<file path="config.mk">
export PLATFORM = sky130hd
export DESIGN_NAME = id_scoreboard_p
export DESIGN_NICKNAME = d
export VERILOG_FILES = /design/src/rtl/id_pkg.sv /design/src/rtl/id_scoreboard_entry_match.sv /design/src/rtl/id_scoreboard_p.sv
export SDC_FILE = /design/constraint.sdc
export NUM_CORES = 1
export LEC_CHECK = 0
export CORE_AREA = 5 5 111 113
export CTS_CLUSTER_SIZE = 28
export DETAILED_ROUTE_END_ITERATION = 10
export DIE_AREA = 0 0 116 118
export GPL_TIMING_DRIVEN = 0
export PLACE_DENSITY_LB_ADDON = 0.2
export SLEW_MARGIN = 20
export SYNTH_ARGS = -nofsm -noshare
export SYNTH_HDL_FRONTEND = slang
export SYNTH_SLANG_ARGS = --single-unit
</file>
<file path="constraint.sdc">
create_clock -name Clk -period 2.83 [get_ports Clk]
set_input_delay 0.283 -clock Clk [delete_from_list [all_inputs] [get_ports Clk]]
set_output_delay 0.283 -clock Clk [all_outputs]
set_load 0.02 [all_outputs]
</file>
<file path="src/rtl/id_pkg.sv">
// Shared types and constants for the ID-stage register scoreboard.
package id_pkg;

   localparam logic [4:0]  REG_ZERO       = 5'd0;
   localparam int unsigned NUM_STAGES_DEF = 5;
   // Stored destination width; must be >= the scoreboard's ADDR_W.
   localparam int unsigned ENTRY_RD_W     = 8;

   typedef struct packed {
      logic                  valid;
      logic [ENTRY_RD_W-1:0] rd;
   } entry_t;

endpackage

</file>
<file path="src/rtl/id_scoreboard_entry_match.sv">
// Compares one in-flight entry against the ID-stage source registers.
module id_scoreboard_entry_match
   import id_pkg::*;
#(
   parameter int unsigned RD_W = 8
) (
   input  logic            valid,
   input  logic [RD_W-1:0] rd,
   input  logic [RD_W-1:0] rs,
   input  logic [RD_W-1:0] rt,
   input  logic            uses_rs,
   input  logic            uses_rt,
   output logic            hit
);

   logic rd_nonzero;

   assign rd_nonzero = (rd != RD_W'(REG_ZERO));
   assign hit = valid && rd_nonzero && ((uses_rs && (rd == rs)) || (uses_rt && (rd == rt)));

endmodule

</file>
<file path="src/rtl/id_scoreboard_p.sv">
// Register scoreboard for the ID stage: tracks in-flight destinations, stalls on RAW hazards.
module id_scoreboard_p
   import id_pkg::*;
#(
   parameter int unsigned NUM_STAGES = NUM_STAGES_DEF,
   parameter int unsigned ADDR_W     = 5,
   parameter bit          WB_BYPASS  = 1'b1,
   parameter int unsigned CNT_W      = 32
) (
   input  logic                   Clk,
   input  logic                   Reset,
   input  logic                   IssueValid,
   input  logic [ADDR_W-1:0]      Rs,
   input  logic [ADDR_W-1:0]      Rt,
   input  logic                   UsesRs,
   input  logic                   UsesRt,
   input  logic                   IssueRegWrite,
   input  logic [ADDR_W-1:0]      IssueRd,
   input  logic                   BranchTaken,
   input  logic                   Freeze,
   output logic                   oPCWrite,
   output logic                   oIFIDWrite,
   output logic                   oIDEXFlush,
   output logic                   oIFIDFlush,
   output logic [2**ADDR_W-1:0]   oPending,
   output logic [CNT_W-1:0]       oStallCount
);

   localparam int unsigned NUM_REGS    = 2**ADDR_W;
   localparam int unsigned NUM_CHECKED = WB_BYPASS ? NUM_STAGES - 1 : NUM_STAGES;

   entry_t                entry_q [NUM_STAGES];
   entry_t                entry_d [NUM_STAGES];
   logic [NUM_STAGES-1:0] hit;
   logic                  hazard;
   logic                  stall;
   logic [NUM_REGS-1:0]   pending_q;
   logic [NUM_REGS-1:0]   pending_d;
   logic [CNT_W-1:0]      count_q;

   for (genvar k = 0; k < int'(NUM_STAGES); k++) begin : g_match
      // With write-before-read, the final stage is already visible to the reader.
      localparam bit Checked = (k < int'(NUM_CHECKED));

      id_scoreboard_entry_match #(
         .RD_W (ENTRY_RD_W)
      ) u_match (
         .valid   (entry_q[k].valid & Checked),
         .rd      (entry_q[k].rd),
         .rs      (ENTRY_RD_W'(Rs)),
         .rt      (ENTRY_RD_W'(Rt)),
         .uses_rs (UsesRs),
         .uses_rt (UsesRt),
         .hit     (hit[k])
      );
   end

   assign hazard      = IssueValid && (|hit);
   assign stall       = hazard && !Freeze;
   assign oPCWrite    = !(hazard || Freeze);
   assign oIFIDWrite  = !(hazard || Freeze);
   assign oIDEXFlush  = stall;
   assign oIFIDFlush  = BranchTaken && !hazard && !Freeze;
   assign oPending    = pending_q;
   assign oStallCount = count_q;

   always_comb begin
      entry_d = entry_q;
      if (!Freeze) begin
         for (int k = 1; k < int'(NUM_STAGES); k++) begin
            entry_d[k] = entry_q[k-1];
         end
         entry_d[0].valid = IssueValid && IssueRegWrite && !stall &&
                            (IssueRd != ADDR_W'(REG_ZERO));
         entry_d[0].rd    = ENTRY_RD_W'(IssueRd);
      end
   end

   // Decode from the next-state entries so oPending lines up with entry_q.
   always_comb begin
      pending_d = '0;
      for (int k = 0; k < int'(NUM_STAGES); k++) begin
         if (entry_d[k].valid) begin
            pending_d[entry_d[k].rd[ADDR_W-1:0]] = 1'b1;
         end
      end
   end

   always_ff @(posedge Clk) begin
      if (Reset) begin
         for (int k = 0; k < int'(NUM_STAGES); k++) begin
            entry_q[k] <= '0;
         end
         pending_q <= '0;
         count_q   <= '0;
      end else if (!Freeze) begin
         entry_q   <= entry_d;
         pending_q <= pending_d;
         if (stall && (count_q != '1)) begin
            count_q <= count_q + CNT_W'(1);
         end
      end
   end

endmodule

</file>
==> results.toml, run 1 <==
[routing]
first_pass_iters = 6
wire_per_inst_um = 22.2
ant_nets = 0
met1Wirelength_um = 9560
num_vias = 6765
wl_um = 23400
drtIter0Drc = 931
viasPerCell = 6.41
wl_met3_um = 2480
drc = 0
routed.top_layer = "met4"
dr_wl_met2_um = 10400

[floorplan]
fp.dieH_um = 118
core_area_um2 = 11200
start_util = 0.537
rows = 39
dieWidth_um = 116
ios = 91
dieArea_um2 = 13700

[place]
io_buffer_count = 86
dp_hpwl_um = 16800
place_congestion = 1.03
post_dp_cell_area_um2 = 7060

[logic_synthesis]
synth_top_area_share = 0.312
syn_nets = 833
yosysMostFrequentCell = "nor2_1"
ys_seq_area_frac = 0.312
postSynthAreaPerCell_um2 = 7.45
async_flop_share = 0
syn_area_um2 = 6020
yosys.area.top_type = "dfxtp_1"
ys_seq_elements = 94
synthDistinctLibCells = 54
synthTopCellsByCount = "105 x nor2_1, 94 x dfxtp_1, 79 x nand2_1"
synthCells = 809
synth_edf_count = 0
synth_area_leaders = "dfxtp_1 31%, nor2_1 6.5%, xor2_1 5.1%, nand2_1 4.9%, o22ai_1 4.5%"
synth_flop_cell = "dfxtp_1"
yosysWarnings = 0

[clock_tree]
hold_buffers = 0
cts_buffer_depth = 2
clock_latency_ns = 0.36
numCtsBuffers = 9
ctsHtreeMaxLevel = 3
cts.sinks = 94
cts_tree = "built"
clock-root-buffer = "clkbuf_16"
path_clk_slew_ns = 0.07

[grt]
grt_antenna_before_repair = 0
grt.overflow.total = 0
grt_pass1_wl_um = 35700
grt_pass1_vias = 6496
track_usage = 0.334
grt_max_degree = 20

[critical_path]
critPathMaxFanout = 19
startpoint = "Freeze"
rr_startpoint = "entry_q[20]"
crit_path_start_kind = "primary input"
crit_type = "primary input to flop"
crit_required_ns = 3.05
worstPathArrival_ns = 3.03
crit_path_end_kind = "flop"

[power_and_ir_drop]
p_leak_nw = 2.60
power_density_nw_per_um2 = 423
ir_drop_uv = 364

[layout]
diodes = 0
regArea_um2 = 1890
fillers = 949
nNetsFinal = 932
fin_area_um2 = 7500
multi_input_area_um2 = 3790
syn_to_final_growth_pct = 24.5
postLayoutCoreUtil = 0.668
drive_above_1_share = 0.0888

[timing]
worst_pin_slew_ns = 0.940
post-route-period-util = 0.994
setup_viol_count_final = 0
finalCriticalPeriod_ns = 2.81
finClkSkew_ns = 0.0141
finalHoldViolCount = 0
hold-worst-slack_ns = 0.384
rsz0062_at_grt = "true"
fmax_mhz = 355
relSlewSlack = 0.373
slew_viol_final = 0

[min_path]
hp-start = "Freeze"
hold_class = "primary input to flop"

[run]
max_cap_violations = 0

[run_status]
status = "finished, final reports clean"
## final timing paths
path | end | cells after the start | slack [ns]
setup / recovery | oPending[15] | 10 | 0.02
hold / removal | entry_q[36] | 3 | 0.38
setup reg to reg | oStallCount[16] | 11 | 0.05
hold reg to reg | oPending[0] | 2 | 0.46
## routing by layer
metal,global-route usage,vias up
met1,0.433,3166
met5,0,-
met4,0.160,0
met2,0.505,439
met3,0.0967,80
li1,-,3080
## sequential cells by signal, summed over array words and instances (netlist names)
register     count
oStallCount     32
oPending        32
entry_q         30
## final cells by class
class | count | share of cell area
multi-input combinational | 622 | 0.505
sequential | 94 | 0.252
inverter | 37 | 0.0185
buffer | 50 | 0.0357
tap | 143 | 0.0238
clock buffer | 9 | 0.0300
timing repair buffer | 94 | 0.123
clock inverter | 6 | 0.0125
## cell families (layout without fill, tap and decap cells)
logic type,after synthesis,in the layout,share of synthesized area
AND/OR/NAND/NOR,375,375,0.311
AO/OA/AOI/OAI,164,164,0.178
flip-flops,94,94,0.312
buffers and inverters,93,196,0.0671
XOR/XNOR,50,50,0.0727
multiplexers,32,32,0.0561
adder cells (fa/ha/maj),1,1,0.00208
## cell usage in the layout, fill, tap and decap left out, types with 14 or more instances in the layout
master / instances
dfxtp_1: 90
nor3_1: 26
xor2_1: 34
or3_1: 25
nor4_1: 27
nand3_1: 27
a221oi_1: 14
nor2b_1: 18
o22ai_1: 43
a21oi_1: 41
nand2b_1: 15
inv_1: 37
mux2i_1: 21
clkbuf_1: 21
xnor2_1: 15
o21ai_0: 24
nand2_1: 76
nor2_1: 104
clkdlybuf4s50_1: 74
## critical path, cell delays in order
cell and delay (ns):
buf_2 0.19, buf_2 0.41, clkbuf_1 0.47, o21ai_0 0.25, nand2_1 0.43, o22ai_1 0.14, nor3_1 0.46, nor2_1 0.10
a21oi_1 0.20, a21oi_1 0.07
## report_power, final
part           switching, mW  internal (mW)
logic                  0.282          0.169
registers             0.0266           1.35
clock network          0.565          0.778
## through the flow
step	total power, mW	worst slack, ns	TNS, ns	cells
floorplan	1.66	0.343	0	809
global placement	1.83	-0.715	-15.10	1038
detailed placement	1.84	-0.789	-19.49	1038
CTS	3.15	0.0188	0	1051
global route	3.25	-0.0852	-0.259	1055
finish	3.17	0.0161	0	1055
## what timing repair did
action                                  4_1_cts  5_1_grt
endpoints found under the setup margin       16       26
pin swaps                                     6        8
gates resized for setup                      28       24
buffers inserted                              3        5
(Power assumes the default switching activity.)
==> inputs of run 2 (changes only) <==
--- a/config.mk
+++ b/config.mk
@@ -10,7 +10,7 @@
 export DETAILED_ROUTE_END_ITERATION = 10
 export DIE_AREA = 0 0 116 118
 export GPL_TIMING_DRIVEN = 0
-export PLACE_DENSITY_LB_ADDON = 0.2
+export PLACE_DENSITY = 0.9
 export SLEW_MARGIN = 20
 export SYNTH_ARGS = -nofsm -noshare
 export SYNTH_HDL_FRONTEND = slang
==> run 2 against run 1 <==
Routed wire length down 8.9%. Total power shrank 8.1%. Clock skew fell by 0.0065 ns. Setup slack worse by 0.0069 ns. Die area stayed put. First-iteration DRC count shrank 11%. Register-to-register slack improved by 0.03 ns. Utilization is 1.1 points lower. Largest cell class unchanged. Highest routed layer unchanged.
==> results.toml, run 2 (synthesized netlist as in run 1, its figures left out) <==
[run_status]
status = "finished, final reports clean"

[power_and_ir_drop]
ir_drop_uv = 311
seqPwrFrac = 0.474
p_total_mw = 2.92
p_comb_frac = 0.148
power_density_nw_per_um2 = 395
switchingPower_mw = 0.811
sw_frac_of_total = 0.278
clockPowerShare = 0.378
p_leak_nw = 2.55
p_int_mw = 2.11

[routing]
viasPerCell = 6.36
ant_nets = 0
drtIter0Drc = 825
wire_per_inst_um = 20.4
num_vias = 6667
wl_um = 21400
first_pass_iters = 5
drc = 0

[critical_path]
critPathMaxFanout = 10
reg2reg_slack_ns = 0.08
crit_type = "flop to output port"
crit_path_start_kind = "flop"
worstPathArrival_ns = 2.54
crit_path_end_kind = "output port"
r2r_end = "oStallCount[24]"
rr_startpoint = "entry_q[20]"
crit_required_ns = 2.55
reg2reg_depth = 10

[min_path]
hp-start = "Freeze"
whs_path_depth = 3
hold_end = "entry_q[36]"
hold_class = "primary input to flop"

[clock_tree]
path_clk_slew_ns = 0.07
clock_latency_ns = 0.35
numCtsBuffers = 9
clock-root-buffer = "clkbuf_16"
hold_buffers = 0
cts.sinks = 94
cts_buffer_depth = 2
cts_tree = "built"
ctsHtreeMaxLevel = 3

[grt]
grt_max_degree = 15
grt_pass1_vias = 6274
track_usage = 0.306
grt_antenna_before_repair = 0
grt_pass1_wl_um = 33200
grt.overflow.total = 0

[place]
place_congestion = 1.06
io_buffer_count = 86
post_dp_cell_area_um2 = 7060
dp_hpwl_um = 15500

[layout]
layout_commonest_cell = "nor2_1"
multi_input_area_um2 = 3770
diodes = 0
nNetsFinal = 928
regArea_um2 = 1890
drive_above_1_share = 0.0762
fin_area_um2 = 7380
postLayoutCoreUtil = 0.658
final_cell_mix = "104 x nor2_1, 90 x dfxtp_1, 79 x nand2_1"
syn_to_final_growth_pct = 22.5
fillers = 991

[floorplan]
dieArea_um2 = 13700
dieWidth_um = 116
core_area_um2 = 11200
fp.dieH_um = 118
ios = 91
rows = 39
start_util = 0.537

[timing]
finalHoldViolCount = 0
setup-tns-final_ns = 0
fmax_mhz = 355
relSlewSlack = 0.470
finClkSkew_ns = 0.00766
finalCriticalPeriod_ns = 2.82
setup_viol_count_final = 0
slew_viol_final = 0
post-route-period-util = 0.997
worst_pin_slew_ns = 0.795
rsz0062_at_grt = "true"

[run]
max_cap_violations = 0
run 2: cell count changes in the layout (fill, tap and decap cells not counted), moves of 3 or more:
cell / before / now
nand2_2: 3 / 0
nor4_1: 27 / 30
nand2_1: 76 / 79
nor4_2: 4 / 1
run 2: power by group through the flow:
stage / sequential (mW) / combinational [mW] / clock [mW]
after floorplan: 1.43 / 0.232 / 0
after global placement: 1.40 / 0.424 / 0
after detailed placement: 1.40 / 0.428 / 0
after CTS: 1.38 / 0.426 / 1.10
after global routing: 1.39 / 0.459 / 1.16
final: 1.38 / 0.432 / 1.10
run 2: per-stage QoR:
stage | instances | worst slack (ns) | hold slack [ns]
finish | 1049 | 0.00929 | 0.410
global route | 1049 | -0.0757 | 0.457
CTS | 1050 | 0.000756 | 0.388
detailed placement | 1038 | -0.697 | 0.442
global placement | 1038 | -0.690 | 0.434
floorplan | 809 | 0.343 | 0.427
run 2: worst max-delay path, cell delays in order, from the launching register on:
cell      delay (ns)
dfxtp_1         0.31
buf_6           0.14
xor2_1          0.17
nor4_2          0.28
nand3_1         0.13
a221o_1         0.35
and4_1          0.22
buf_6           0.15
clkbuf_8        0.17
nor2_4          0.13
buf_6           0.13
run 2: worst max-delay path by stage:
stage | from | to | slack [ns] | cells past startpoint
CTS | entry_q[21] | oIDEXFlush | 0.0008 | 10
floorplan | entry_q[11] | oStallCount[24] | 0.34 | 10
finish | entry_q[20] | oIDEXFlush | 0.009 | 10
detailed placement | Rt[2] | oIDEXFlush | -0.70 | 10
global route | entry_q[20] | oIDEXFlush | -0.08 | 10
global placement | Rs[0] | oIDEXFlush | -0.69 | 10
run 2: per-layer routing:
metal | global-route usage | wire length, um | share of wire
met1 | 0.425 | 8930 | 0.42
met2 | 0.450 | 9380 | 0.44
met3 | 0.0566 | 2130 | 0.10
met4 | 0.152 | 911 | 0.043
met5 | 0 | 0 | 0
run 2: area by class of cell:
| type | instances | share of cell area |
|---|---|---|
| timing repair buffer | 91 | 0.120 |
| clock inverter | 3 | 0.00339 |
| buffer | 49 | 0.0364 |
| sequential | 94 | 0.256 |
| clock buffer | 10 | 0.0310 |
| inverter | 37 | 0.0188 |
| tap | 143 | 0.0242 |
| multi-input combinational | 622 | 0.510 |
run 2: repair_timing:
action / 4_1_cts / 5_1_grt
pin swaps: 5 / 11
gates cloned: 0 / 0
setup buffers: 2 / 3
endpoints found under the setup margin: 12 / 41
gates resized for setup: 28 / 23
==> inputs of run 3 (changes only) <==
--- a/config.mk
+++ b/config.mk
@@ -5,12 +5,12 @@
 export SDC_FILE = /design/constraint.sdc
 export NUM_CORES = 1
 export LEC_CHECK = 0
-export CORE_AREA = 5 5 111 113
+export CORE_AREA = 5 5 117 119
 export CTS_CLUSTER_SIZE = 28
 export DETAILED_ROUTE_END_ITERATION = 10
-export DIE_AREA = 0 0 116 118
+export DIE_AREA = 0 0 122 124
 export GPL_TIMING_DRIVEN = 0
-export PLACE_DENSITY = 0.9
+export PLACE_DENSITY = 0.83
 export SLEW_MARGIN = 20
 export SYNTH_ARGS = -nofsm -noshare
 export SYNTH_HDL_FRONTEND = slang
==> run 3 against run 2 <==
Utilization decreased by 5.6 points. Highest routed layer unchanged. Critical path depth unchanged. Register-to-register slack better by 0.04 ns. First-iteration DRC count is 5.8% lower. Sequential share of layout area down 0.39 points. Total power increased by 0.91%. Critical endpoint unchanged. Combinational power down 1%. Largest power group unchanged.
==> results.toml, run 3 (synthesized netlist as in run 1, its figures left out) <==
[critical_path]
worstPathArrival_ns = 2.45
startpoint = "entry_q[22]"
crit_path_start_kind = "flop"
reg2reg_depth = 10
critPathMaxFanout = 10
rr_startpoint = "entry_q[22]"
crit_path_end_kind = "output port"
reg2reg_slack_ns = 0.12
crit_required_ns = 2.55
r2r_end = "oStallCount[15]"
crit_type = "flop to output port"
cp-endpoint = "oIDEXFlush"

[layout]
layout_commonest_cell = "nor2_1"
drive_above_1_share = 0.0865
regArea_um2 = 1890
diodes = 0
final_cell_mix = "104 x nor2_1, 90 x dfxtp_1, 79 x nand2_1"
fillers = 1155
fin_area_um2 = 7490
nNetsFinal = 934
syn_to_final_growth_pct = 24.4
layout.cells.non_filler = 1085
multi_input_area_um2 = 3780

[clock_tree]
ctsHtreeMaxLevel = 3
path_clk_slew_ns = 0.07
numCtsBuffers = 9
clock-root-buffer = "clkbuf_16"
clock_latency_ns = 0.36
cts_tree = "built"
cts_buffer_depth = 2
cts.sinks = 94

[timing]
setup_viol_count_final = 0
finalHoldViolCount = 0
fmax_mhz = 366
worst_pin_slew_ns = 0.747
slew_viol_final = 0
relSlewSlack = 0.502
post-route-period-util = 0.966
rsz0062_at_grt = "true"
finalCriticalPeriod_ns = 2.73
finClkSkew_ns = 0.0103

[floorplan]
dieWidth_um = 122
core_area_um2 = 12500
start_util = 0.483
dieArea_um2 = 15100
fp.dieH_um = 124
rows = 41
ios = 91

[power_and_ir_drop]
p_leak_nw = 2.60
ir_drop_uv = 341
seqPwrFrac = 0.470
power_density_nw_per_um2 = 393
clockPowerShare = 0.385
p_int_mw = 2.13
switchingPower_mw = 0.811
p_comb_frac = 0.145
sw_frac_of_total = 0.276

[routing]
first_pass_iters = 5
viasPerCell = 6.10
drtIter0Drc = 777
wl_um = 20900
num_vias = 6616
drc = 0
ant_nets = 0
wire_per_inst_um = 19.3

[grt]
grt_antenna_before_repair = 0
grt_pass1_wl_um = 33100
grt.overflow.total = 0
grt_max_degree = 20
grt_pass1_vias = 6340
track_usage = 0.280

[run_status]
status = "finished, final reports clean"

[place]
post_dp_cell_area_um2 = 7100
dp_hpwl_um = 15200
io_buffer_count = 86
dp.cells = 1067
place_congestion = 1.09

[min_path]
hold_class = "primary input to flop"

[run]
max_cap_violations = 0
## run 3: final cells by class
cell class / instances / area share
inverters: 37 / 0.0185
repair buffers: 98 / 0.126
clock inverters: 3 / 0.00284
plain buffers: 48 / 0.0352
clock buffers: 11 / 0.0324
well taps: 172 / 0.0287
multi-input cells: 622 / 0.504
flip-flops and latches: 94 / 0.252
## run 3: worst min path at each step
stage / slack (ns) / start / to / depth (start not counted)
6_report: 0.41 / Freeze / entry_q[36] / 3
5_1_grt: 0.43 / Freeze / entry_q[36] / 3
4_1_cts: 0.39 / Freeze / entry_q[36] / 3
3_5_place_dp: 0.44 / oPending[7] / oPending[7] / 2
3_3_place_gp: 0.43 / oPending[3] / oPending[3] / 2
2_1_floorplan: 0.43 / IssueRd[4] / entry_q[40] / 2
## run 3: power by group through the flow
stage / Clock, mW / Sequential [mW] / Combinational (mW)
3_5_place_dp: 0 / 1.40 / 0.425
3_3_place_gp: 0 / 1.40 / 0.421
2_1_floorplan: 0 / 1.43 / 0.232
5_1_grt: 1.20 / 1.39 / 0.458
6_report: 1.13 / 1.38 / 0.427
4_1_cts: 1.15 / 1.38 / 0.421
## run 3: critical path, cell delays in order (launching register included)
cell and delay (ns):
dfxtp_1 0.31, buf_6 0.14, xor2_1 0.17, nor4_2 0.26, nand3_1 0.14, a221o_1 0.36, and4_1 0.22, buf_6 0.15
buf_8 0.14, nor2_4 0.09, buf_6 0.13
## run 3: timing repair
item / in CTS / in global routing
setup buffers: 3 / 9
setup endpoints to repair: 15 / 38
pin swaps: 7 / 11
hold buffers: 0 / 0
resized for setup: 26 / 31
## run 3: stage by stage
stage / setup slack (ns) / total power, mW / utilization / setup TNS, ns / hold WS [ns]
5_1_grt: -0.0148 / 3.05 / 0.601 / -0.0358 / 0.435
3_3_place_gp: -0.696 / 1.82 / 0.570 / -14.26 / 0.434
3_5_place_dp: -0.711 / 1.83 / 0.570 / -16.45 / 0.443
4_1_cts: -0.0241 / 2.94 / 0.594 / -0.0241 / 0.385
2_1_floorplan: 0.343 / 1.66 / - / 0 / 0.427
6_report: 0.0955 / 2.94 / 0.601 / 0 / 0.407
## run 3: routing by layer
metal | up-vias | routed length (um) | part of all wire | global-route usage
met2 | 397 | 9200 | 0.44 | 0.425
met5 | - | 0 | 0 | 0
met4 | 0 | 769 | 0.037 | 0.146
li1 | 3087 | - | - | -
met3 | 62 | 2240 | 0.11 | 0.0686
met1 | 3070 | 8700 | 0.42 | 0.369
==> RTL change: new RTL, config.mk and constraints of run 1 <==
Set the parameter `WB_BYPASS` to 1'b0 (it was 1'b1).
--- a/src/rtl/id_scoreboard_p.sv
+++ b/src/rtl/id_scoreboard_p.sv
@@ -4,7 +4,7 @@
 #(
    parameter int unsigned NUM_STAGES = NUM_STAGES_DEF,
    parameter int unsigned ADDR_W     = 5,
-   parameter bit          WB_BYPASS  = 1'b1,
+   parameter bit          WB_BYPASS  = 1'b0,
    parameter int unsigned CNT_W      = 32
 ) (
    input  logic                   Clk,
Behaviour: not the same (a bounded check fails within 10 cycles, from zero or initial values and one cycle with Reset high).
==> RTL change against run 1 <==
The flow now finishes with violations (negative setup slack). Non-clock buffer count fell by 11. Combinational power fell by 1%. Sequential cell count did not move. Routed wire length fell by 5.9%. Worst setup slack got worse by 0.040 ns. Power fell by 4.6%. Synthesized cell count fell by 3.3%. Sequential power barely moved. Area after synthesis fell by 0.21%. Final area fell by 2.5%.
==> RTL change: results (changes against run 1) <==
stage	metric	value	unit	change
final_layout	Final non-clock buffer share	14.2	%	-1.6 points
place	input/output buffers	78		-9.3%
global_routing	first-pass GRT wire length	33.8	mm	-5.4%
logic_synthesis	register area share after synthesis	31.3	%	+0.065 points
setup_path	flop2flop setup slack	0.12	ns	+0.07 ns
drt	Routed met3 length	2.01	mm	-19%
final_layout	area of the multi-input gates	3860	um^2	+1.8%
pwr	Lkg Pwr	2.65	nW	+1.7%
final_layout	Net count, final	887		-4.8%
hold_path	hold_sp	Reset		
timing	setup ws final	-0.0234	ns	-0.0395 ns
final_layout	FF/Latch Area	1900	um^2	+0.66%
timing	Max-slew headroom	51.5	%	+14 points
timing	setup TNS	-0.0234	ns	-0.0234 ns
setup_path	CP Max Fanout	4		-15
final_layout	clock-cell share of area	3.98	%	-0.27 points
place	Post-DP Area	6980	um^2	-1.3%
logic_synthesis	Gate Count Post-Synth	782		-3.3%
final_layout	multi-input combinational area share	52.7	%	+2.2 points
timing	final hold slack	0.418	ns	+0.0347 ns
final_layout	comb_multi_in	612		-1.6%
setup_path	Worst Path Arrival	2.57	ns	-0.46 ns
outcome	outcome	complete, but fails checks		
global_routing	Tot GR Track Use	31.5	%	-2.0 points
pwr	P_int	2.13	mW	-7.4%
final_layout	layout cell share with drive strength beyond 1	9.79	%	+0.91 points
pwr	Max VDD drop	418	uV	+15%
timing	# setup viols final	1		+1
final_layout	Filler cells	962		+1.4%
setup_path	R2R cell count	10		-1
place	DP Worst Slack	-0.631	ns	+0.158 ns
logic_synthesis	post-synthesis compound-gate area fraction	21.7	%	+3.9 points
setup_path	Worst R2R End	oPending[30]$_SDFFE_PP0N_		
hold_path	WHS Endpoint	oStallCount[20]$_SDFFE_PP0P_		
global_routing	M2 GR Usage	48.7	%	-1.8 points
drt	DR vias/cell	6.44		+0.46%
drt	DRT met1 WL	9.17	mm	-4.1%
place	RePlAce Congestion	1.05		+2.2%
logic_synthesis	count of unique library cells instantiated by Yosys	59		+9.3%
drt	Routed WL	22.1	mm	-5.9%
timing	Worst Skew	0.00823	ns	-0.00589 ns
outcome	failing checks	negative setup slack		
## RTL change: worst max path at each step
stage,from,end,depth (start not counted)
6_report,entry_q[27]$_SDFFE_PP0N_,oIFIDFlush,9
3_5_place_dp,Freeze,oIFIDFlush,8
5_1_grt,entry_q[27]$_SDFFE_PP0N_,oIFIDFlush,9
2_1_floorplan,entry_q[28]$_SDFFE_PP0N_,oIFIDFlush,10
4_1_cts,entry_q[27]$_SDFFE_PP0N_,oIFIDFlush,10
3_3_place_gp,Freeze,oIFIDFlush,8
## RTL change: worst max-delay path: cells and delay by family, from the launching register on
family	cells	cell delay, ns
AND/OR/NAND/NOR	3	0.98
AO/OA/AOI/OAI	4	0.65
flip-flops	1	0.35
buffers and inverters	2	0.23
## RTL change: power by group through the flow
stage          Clock (mW)  Combinational, mW  Sequential, mW
6_report             1.21              0.445            1.38
3_3_place_gp            0              0.429            1.40
2_1_floorplan           0              0.253            1.42
3_5_place_dp            0              0.436            1.40
5_1_grt              1.28              0.475            1.38
4_1_cts              1.22              0.435            1.37
